`src/rtl/cpu_pkg.sv`:
```
// Shared CPU definitions: opcode constants, the NOP encoding and the fetch FSM state encoding.
package cpu_pkg;

    localparam logic [5:0]  OP_RTYPE  = 6'h00;
    localparam logic [5:0]  OP_LW     = 6'h23;
    localparam logic [5:0]  OP_SW     = 6'h2B;
    localparam logic [5:0]  OP_BEQ    = 6'h04;
    localparam logic [31:0] NOP_INSTR = 32'h0000_0000;

    typedef enum logic [1:0] {
        FS_REQ   = 2'd0,
        FS_WAIT  = 2'd1,
        FS_HOLD  = 2'd2,
        FS_DRAIN = 2'd3
    } fetch_state_t;

    function automatic logic [5:0] instr_opcode(input logic [31:0] instr);
        return instr[31:26];
    endfunction

    function automatic logic [5:0] instr_funct(input logic [31:0] instr);
        return instr[5:0];
    endfunction

endpackage

```
`src/rtl/if_id_reg.sv`:
```
// IF/ID pipeline register: loads a fetched instruction with its PC, flush clears valid and instruction.
module if_id_reg
    import cpu_pkg::*;
#(
    parameter int ADDR_W = 32,
    parameter int DATA_W = 32
) (
    input  logic              clk,
    input  logic              rst_n,
    input  logic              flush,
    input  logic              load,
    input  logic [DATA_W-1:0] load_instr,
    input  logic [ADDR_W-1:0] load_pc,
    output logic              if_valid,
    output logic [DATA_W-1:0] if_instr,
    output logic [ADDR_W-1:0] if_pc,
    output logic [ADDR_W-1:0] if_pc_plus4
);

    logic              valid_reg;
    logic [DATA_W-1:0] instr_reg;
    logic [ADDR_W-1:0] pc_reg;
    logic [ADDR_W-1:0] pc_plus4_reg;

    // Flush wins over load so a redirect always kills whatever was arriving.
    always_ff @(posedge clk or negedge rst_n) begin
        if (!rst_n) begin
            valid_reg    <= 1'b0;
            instr_reg    <= DATA_W'(NOP_INSTR);
            pc_reg       <= '0;
            pc_plus4_reg <= '0;
        end else if (flush) begin
            valid_reg <= 1'b0;
            instr_reg <= DATA_W'(NOP_INSTR);
        end else if (load) begin
            valid_reg    <= 1'b1;
            instr_reg    <= load_instr;
            pc_reg       <= load_pc;
            pc_plus4_reg <= load_pc + ADDR_W'(4);
        end
    end

    assign if_valid    = valid_reg;
    assign if_instr    = instr_reg;
    assign if_pc       = pc_reg;
    assign if_pc_plus4 = pc_plus4_reg;

endmodule

```
`src/rtl/instr_fetch_stage.sv`:
```
// IF stage: owns the PC, issues one outstanding word fetch at a time and fills the IF/ID register,
// honouring ID stall (with a one-entry response buffer) and EX branch redirects.
module instr_fetch_stage
    import cpu_pkg::*;
#(
    parameter int                ADDR_W   = 32,
    parameter int                DATA_W   = 32,
    parameter logic [ADDR_W-1:0] RESET_PC = '0
) (
    input  logic              clk,
    input  logic              rst_n,
    output logic              imem_req_valid,
    input  logic              imem_req_ready,
    output logic [ADDR_W-1:0] imem_req_addr,
    input  logic              imem_rsp_valid,
    input  logic [DATA_W-1:0] imem_rsp_data,
    input  logic              stall,
    input  logic              redirect_valid,
    input  logic [ADDR_W-1:0] redirect_pc,
    output logic              if_valid,
    output logic [DATA_W-1:0] if_instr,
    output logic [ADDR_W-1:0] if_pc,
    output logic [ADDR_W-1:0] if_pc_plus4,
    output logic [5:0]        if_opcode,
    output logic [5:0]        if_funct
);

    localparam logic [ADDR_W-1:0] ALIGN_MASK = ~ADDR_W'(3);
    localparam logic [ADDR_W-1:0] PC_STEP    = ADDR_W'(4);

    fetch_state_t      state_reg;
    fetch_state_t      state_next;
    logic [ADDR_W-1:0] pc_reg;
    logic [ADDR_W-1:0] req_pc_reg;
    logic [ADDR_W-1:0] buf_pc_reg;
    logic [DATA_W-1:0] buf_instr_reg;

    logic              in_req;
    logic              handshake;
    logic              load_ok;
    logic              load_en;
    logic              load_from_buf;
    logic              buf_we;
    logic [DATA_W-1:0] load_instr;
    logic [ADDR_W-1:0] load_pc;

    // Gating with rst_n keeps the request low for the whole reset, not just after the first edge.
    assign imem_req_valid = in_req && rst_n;
    assign imem_req_addr  = pc_reg;
    assign handshake      = imem_req_valid && imem_req_ready;
    assign load_ok        = !stall || !if_valid;

    always_ff @(posedge clk or negedge rst_n) begin
        if (!rst_n) begin
            state_reg <= FS_REQ;
        end else begin
            state_reg <= state_next;
        end
    end

    always_comb begin
        state_next = state_reg;
        unique case (state_reg)
            FS_REQ: begin
                if (handshake) begin
                    state_next = redirect_valid ? FS_DRAIN : FS_WAIT;
                end
            end
            FS_WAIT: begin
                if (redirect_valid) begin
                    state_next = imem_rsp_valid ? FS_REQ : FS_DRAIN;
                end else if (imem_rsp_valid) begin
                    state_next = load_ok ? FS_REQ : FS_HOLD;
                end
            end
            FS_HOLD: begin
                if (redirect_valid || load_ok) begin
                    state_next = FS_REQ;
                end
            end
            FS_DRAIN: begin
                if (imem_rsp_valid) begin
                    state_next = FS_REQ;
                end
            end
            default: state_next = FS_REQ;
        endcase
    end

    always_comb begin
        in_req        = (state_reg == FS_REQ);
        load_en       = 1'b0;
        load_from_buf = 1'b0;
        buf_we        = 1'b0;
        if (!redirect_valid) begin
            unique case (state_reg)
                FS_WAIT: begin
                    if (imem_rsp_valid) begin
                        load_en = load_ok;
                        buf_we  = !load_ok;
                    end
                end
                FS_HOLD: begin
                    load_en       = load_ok;
                    load_from_buf = load_ok;
                end
                default: ;
            endcase
        end
    end

    // A redirect overrides any same-cycle PC increment from an accepted request.
    always_ff @(posedge clk or negedge rst_n) begin
        if (!rst_n) begin
            pc_reg     <= RESET_PC & ALIGN_MASK;
            req_pc_reg <= '0;
        end else begin
            if (redirect_valid) begin
                pc_reg <= redirect_pc & ALIGN_MASK;
            end else if (handshake) begin
                pc_reg <= pc_reg + PC_STEP;
            end
            if (handshake) begin
                req_pc_reg <= pc_reg;
            end
        end
    end

    always_ff @(posedge clk or negedge rst_n) begin
        if (!rst_n) begin
            buf_instr_reg <= '0;
            buf_pc_reg    <= '0;
        end else if (buf_we) begin
            buf_instr_reg <= imem_rsp_data;
            buf_pc_reg    <= req_pc_reg;
        end
    end

    assign load_instr = load_from_buf ? buf_instr_reg : imem_rsp_data;
    assign load_pc    = load_from_buf ? buf_pc_reg    : req_pc_reg;

    if_id_reg #(
        .ADDR_W (ADDR_W),
        .DATA_W (DATA_W)
    ) u_if_id_reg (
        .clk         (clk),
        .rst_n       (rst_n),
        .flush       (redirect_valid),
        .load        (load_en),
        .load_instr  (load_instr),
        .load_pc     (load_pc),
        .if_valid    (if_valid),
        .if_instr    (if_instr),
        .if_pc       (if_pc),
        .if_pc_plus4 (if_pc_plus4)
    );

    assign if_opcode = instr_opcode(if_instr[31:0]);
    assign if_funct  = instr_funct(if_instr[31:0]);

endmodule

```
`config.mk`:
```
export PLATFORM = sky130hd
export DESIGN_NAME = instr_fetch_stage
export DESIGN_NICKNAME = d
export VERILOG_FILES = /design/src/rtl/cpu_pkg.sv /design/src/rtl/if_id_reg.sv /design/src/rtl/instr_fetch_stage.sv
export SDC_FILE = /design/constraint.sdc
export NUM_CORES = 1
export LEC_CHECK = 0
export BUFFER_PORTS_ARGS = -buffer_cell sky130_fd_sc_hd__buf_2
export CELL_PAD_IN_SITES_DETAIL_PLACEMENT = 2
export CELL_PAD_IN_SITES_GLOBAL_PLACEMENT = 2
export CORE_MARGIN = 5
export CORE_UTILIZATION = 34
export DETAILED_ROUTE_END_ITERATION = 6
export PLACE_DENSITY = 0.82
export SYNTH_ARGS = -nofsm -noshare
export SYNTH_HDL_FRONTEND = slang
export SYNTH_SLANG_ARGS = --single-unit
export TNS_END_PERCENT = 5
```
`constraint.sdc`:
```
create_clock -name clk -period 4.07 [get_ports clk]
set_input_delay 0 -clock clk [delete_from_list [all_inputs] [get_ports clk]]
set_output_delay 0 -clock clk [all_outputs]
set_load 0.05 [all_outputs]
```
==> out/results.ini <==
[floorplan]
coreArea_mm2=0.0308
dieArea_mm2=0.0351
rows=64
num_io_pins=212
die_y_um=187
initial_core_util_pct=34.6
dieWidth_um=187

[timing]
final_hold_viol_count=0
worstMarginPinSlew_ns=0.974
slew_viol_final=0
fmax_ghz=0.311
fin_setup_tns_ns=0
fin_crit_ns=3.21
period_share_pct=78.9
maxSlewHeadroom_pct=35.1
rsz0062_at_grt=false
final-setup-viol-count=0
clock_skew_ns=0.0268

[clock_network]
cts_setup_buffers=0
cts_htree_levels=1
clock_latency_ns=0.54
path_clk_slew_ns=0.06
numClockSinks=217
cts_max_path_buffers=3
cts_resized=0
cts_tree=built
clockRootBuffer=clkbuf_16
numCtsBuffers=26

[setup_path]
required_ns=4.54
worstPathMaxFanout=25
crit_type=register to register
cpPeakStageDelay_ns=0.54
crit_chain=inv_1 -> ha_1 -> nand2b_1 -> nor2_4 -> buf_4 -> nand2_1 -> nand2_1 -> ha_1 -> o21ai_1 -> buf_4 -> or4_1 -> nand3_1
cp_slowest_cell=or4_1
worstSetupStartpointType=register
end_kind=register
r2r_setup_slack_ns=0.86
cp.arrival_ns=3.68

[global_route]
grt_use_met2_pct=35.1
grt_pass1_vias=10500
grt_util_met1_pct=30.1
grt_start_max_net_pins=173
top_usage_layer=met2
grt_util_met3_pct=3.23
antenna_found_initial=0
grt-ovfl-total=0
grt_pass1_wl_um=61900
grt.total_usage_pct=21.5

[final_layout]
regArea_mm2=0.00543
multiInputGateArea_mm2=0.00482
final_cell_mix=260 x nand2_1, 217 x dfrtp_1, 202 x buf_2, 70 x mux2_2, 68 x o21ai_0
layout-drive-gt1-share_pct=24.4
final_area_mm2=0.0134
synthToLayoutAreaGrowth_pct=25.5
diodes=0
final_common_cell=nand2_1
layout.nets=1411
fillers=3307

[synthesis]
syn-cell-area_mm2=0.0107
yosysTopAreaCell=dfrtp_1
netlist.area_leader.share_pct=50.8
syn-instance-count=1108
syn_avg_cell_area_um2=9.64
ys_ff_latch=217
yosysWarnings=0
synth_edf_count=0
synthTopCellsByArea=dfrtp_1 51%, nand2_1 9.1%, mux2_2 7.4%, o21ai_0 3.2%, a311oi_1 2.6%
async_flop_share_pct=100
synth.distinct_cells=63
ys.flop_type=dfrtp_1
synth_seq_area_share_pct=50.8

[drt]
drt_pass1_iterations=7
drc=0
wl_um=38900
routed_via_density=5.53
drtIter0Drc=528
wire_per_inst_um=22.3
via_count=9660
antenna_left=0

[min_path]
hp-class=input pin to async pin

[place]
dp_hpwl_um=25400
dpl_cell_area_mm2=0.0119
gp_congestion=0.835
io_buffers=203

[run]
drv_cap=0

[pwr]
p_leak_nw=6.20
p_per_area_mw_per_mm2=790
irDropWorstVdd_uv=325

[status]
outcome=finished clean

==> final cells by class <==
cell class / instances / area share [%]
flip-flops and latches: 217 / 40.5
well taps: 396 / 3.70
repair buffers: 284 / 13.6
multi-input cells: 797 / 36.0
inverters: 8 / 0.224
clock inverters: 7 / 0.448
clock buffers: 37 / 5.54
==> report_power, final <==
| part | internal [mW] | switching, mW | total, mW |
|---|---|---|---|
| sequential | 2.95 | 0.808 | 3.76 |
| clock | 1.32 | 0.927 | 2.25 |
| combinational | 1.20 | 3.38 | 4.58 |
==> through the flow <==
step	setup slack (ns)	std cells	utilization (%)	power, mW	hold WS [ns]
finish	0.859	1746	43.5	10.6	0.00979
global route	0.680	1746	43.5	11.1	0.0268
global placement	1.03	1636	38.7	8.02	-0.0618
CTS	0.868	1746	43.5	10.6	0.000998
detailed placement	0.870	1636	38.7	8.24	-0.0660
floorplan	0.956	1113	-	6.86	-0.296
==> critical path, delay by kind of cell (launching register included) <==
kind | cells | cell delay, ns
AO/OA/AOI/OAI | 1 | 0.13
AND/OR/NAND/NOR | 6 | 1.35
flip-flops | 1 | 0.40
buffers and inverters | 3 | 0.72
adder cells (fa/ha/maj) | 2 | 0.58
==> synthesized netlist by cell type, types with 7 or more instances <==
cell / number
xnor2_1: 25
buf_2: 9
nand3_1: 36
nor2_1: 56
clkbuf_1: 58
xor2_1: 12
nand2_1: 260
mux2i_1: 19
nor3_1: 21
nand4_1: 24
buf_4: 18
ha_1: 7
mux2_2: 70
o21ai_0: 68
o31ai_1: 13
dfrtp_1: 217
a311oi_1: 32
a21oi_1: 21
and3_1: 9
nor4_1: 18
inv_1: 7
==> cells by family after synthesis <==
logic type	synth area share, %
other cells	0.0351
fa+ha+maj	0.820
flops	50.8
compound gates	12.7
mux	9.16
simple gates	19.1
buf+inv	4.29
xor+xnor	3.03
==> repair_timing <==
action,CTS,global route
hold buffers,66,0
endpoints found under the setup margin,0,0
hold endpoints to repair,142,0
==> final timing paths <==
kind | startpoint | endpoint | depth (start not counted)
setup reg to reg | state_reg[0]$_DFFE_PN0P_ | u_if_id_reg.if_pc_plus4[16]$_DFFE_PN0P_ | 12
max in group asynchronous | rst_n | buf_instr_reg[7]$_DFFE_PN0P_ | 3
hold reg to reg | u_if_id_reg.if_pc[10]$_DFFE_PN0P_ | u_if_id_reg.if_pc[10]$_DFFE_PN0P_ | 2
setup / recovery | state_reg[0]$_DFFE_PN0P_ | u_if_id_reg.if_pc_plus4[16]$_DFFE_PN0P_ | 12
min in group clk | redirect_pc[11] | imem_req_addr[11]$_DFFE_PN0N_ | 4
hold / removal | rst_n | buf_instr_reg[29]$_DFFE_PN0P_ | 2
==> per-layer routing <==
metal  up-vias  share of wire (%)
li1       4366                  -
met1      5002                 46
met2       236                 47
met3        56                4.1
met4         0                2.5
met5         -                  0
No activity file was read; power rests on OpenSTA's default activity.
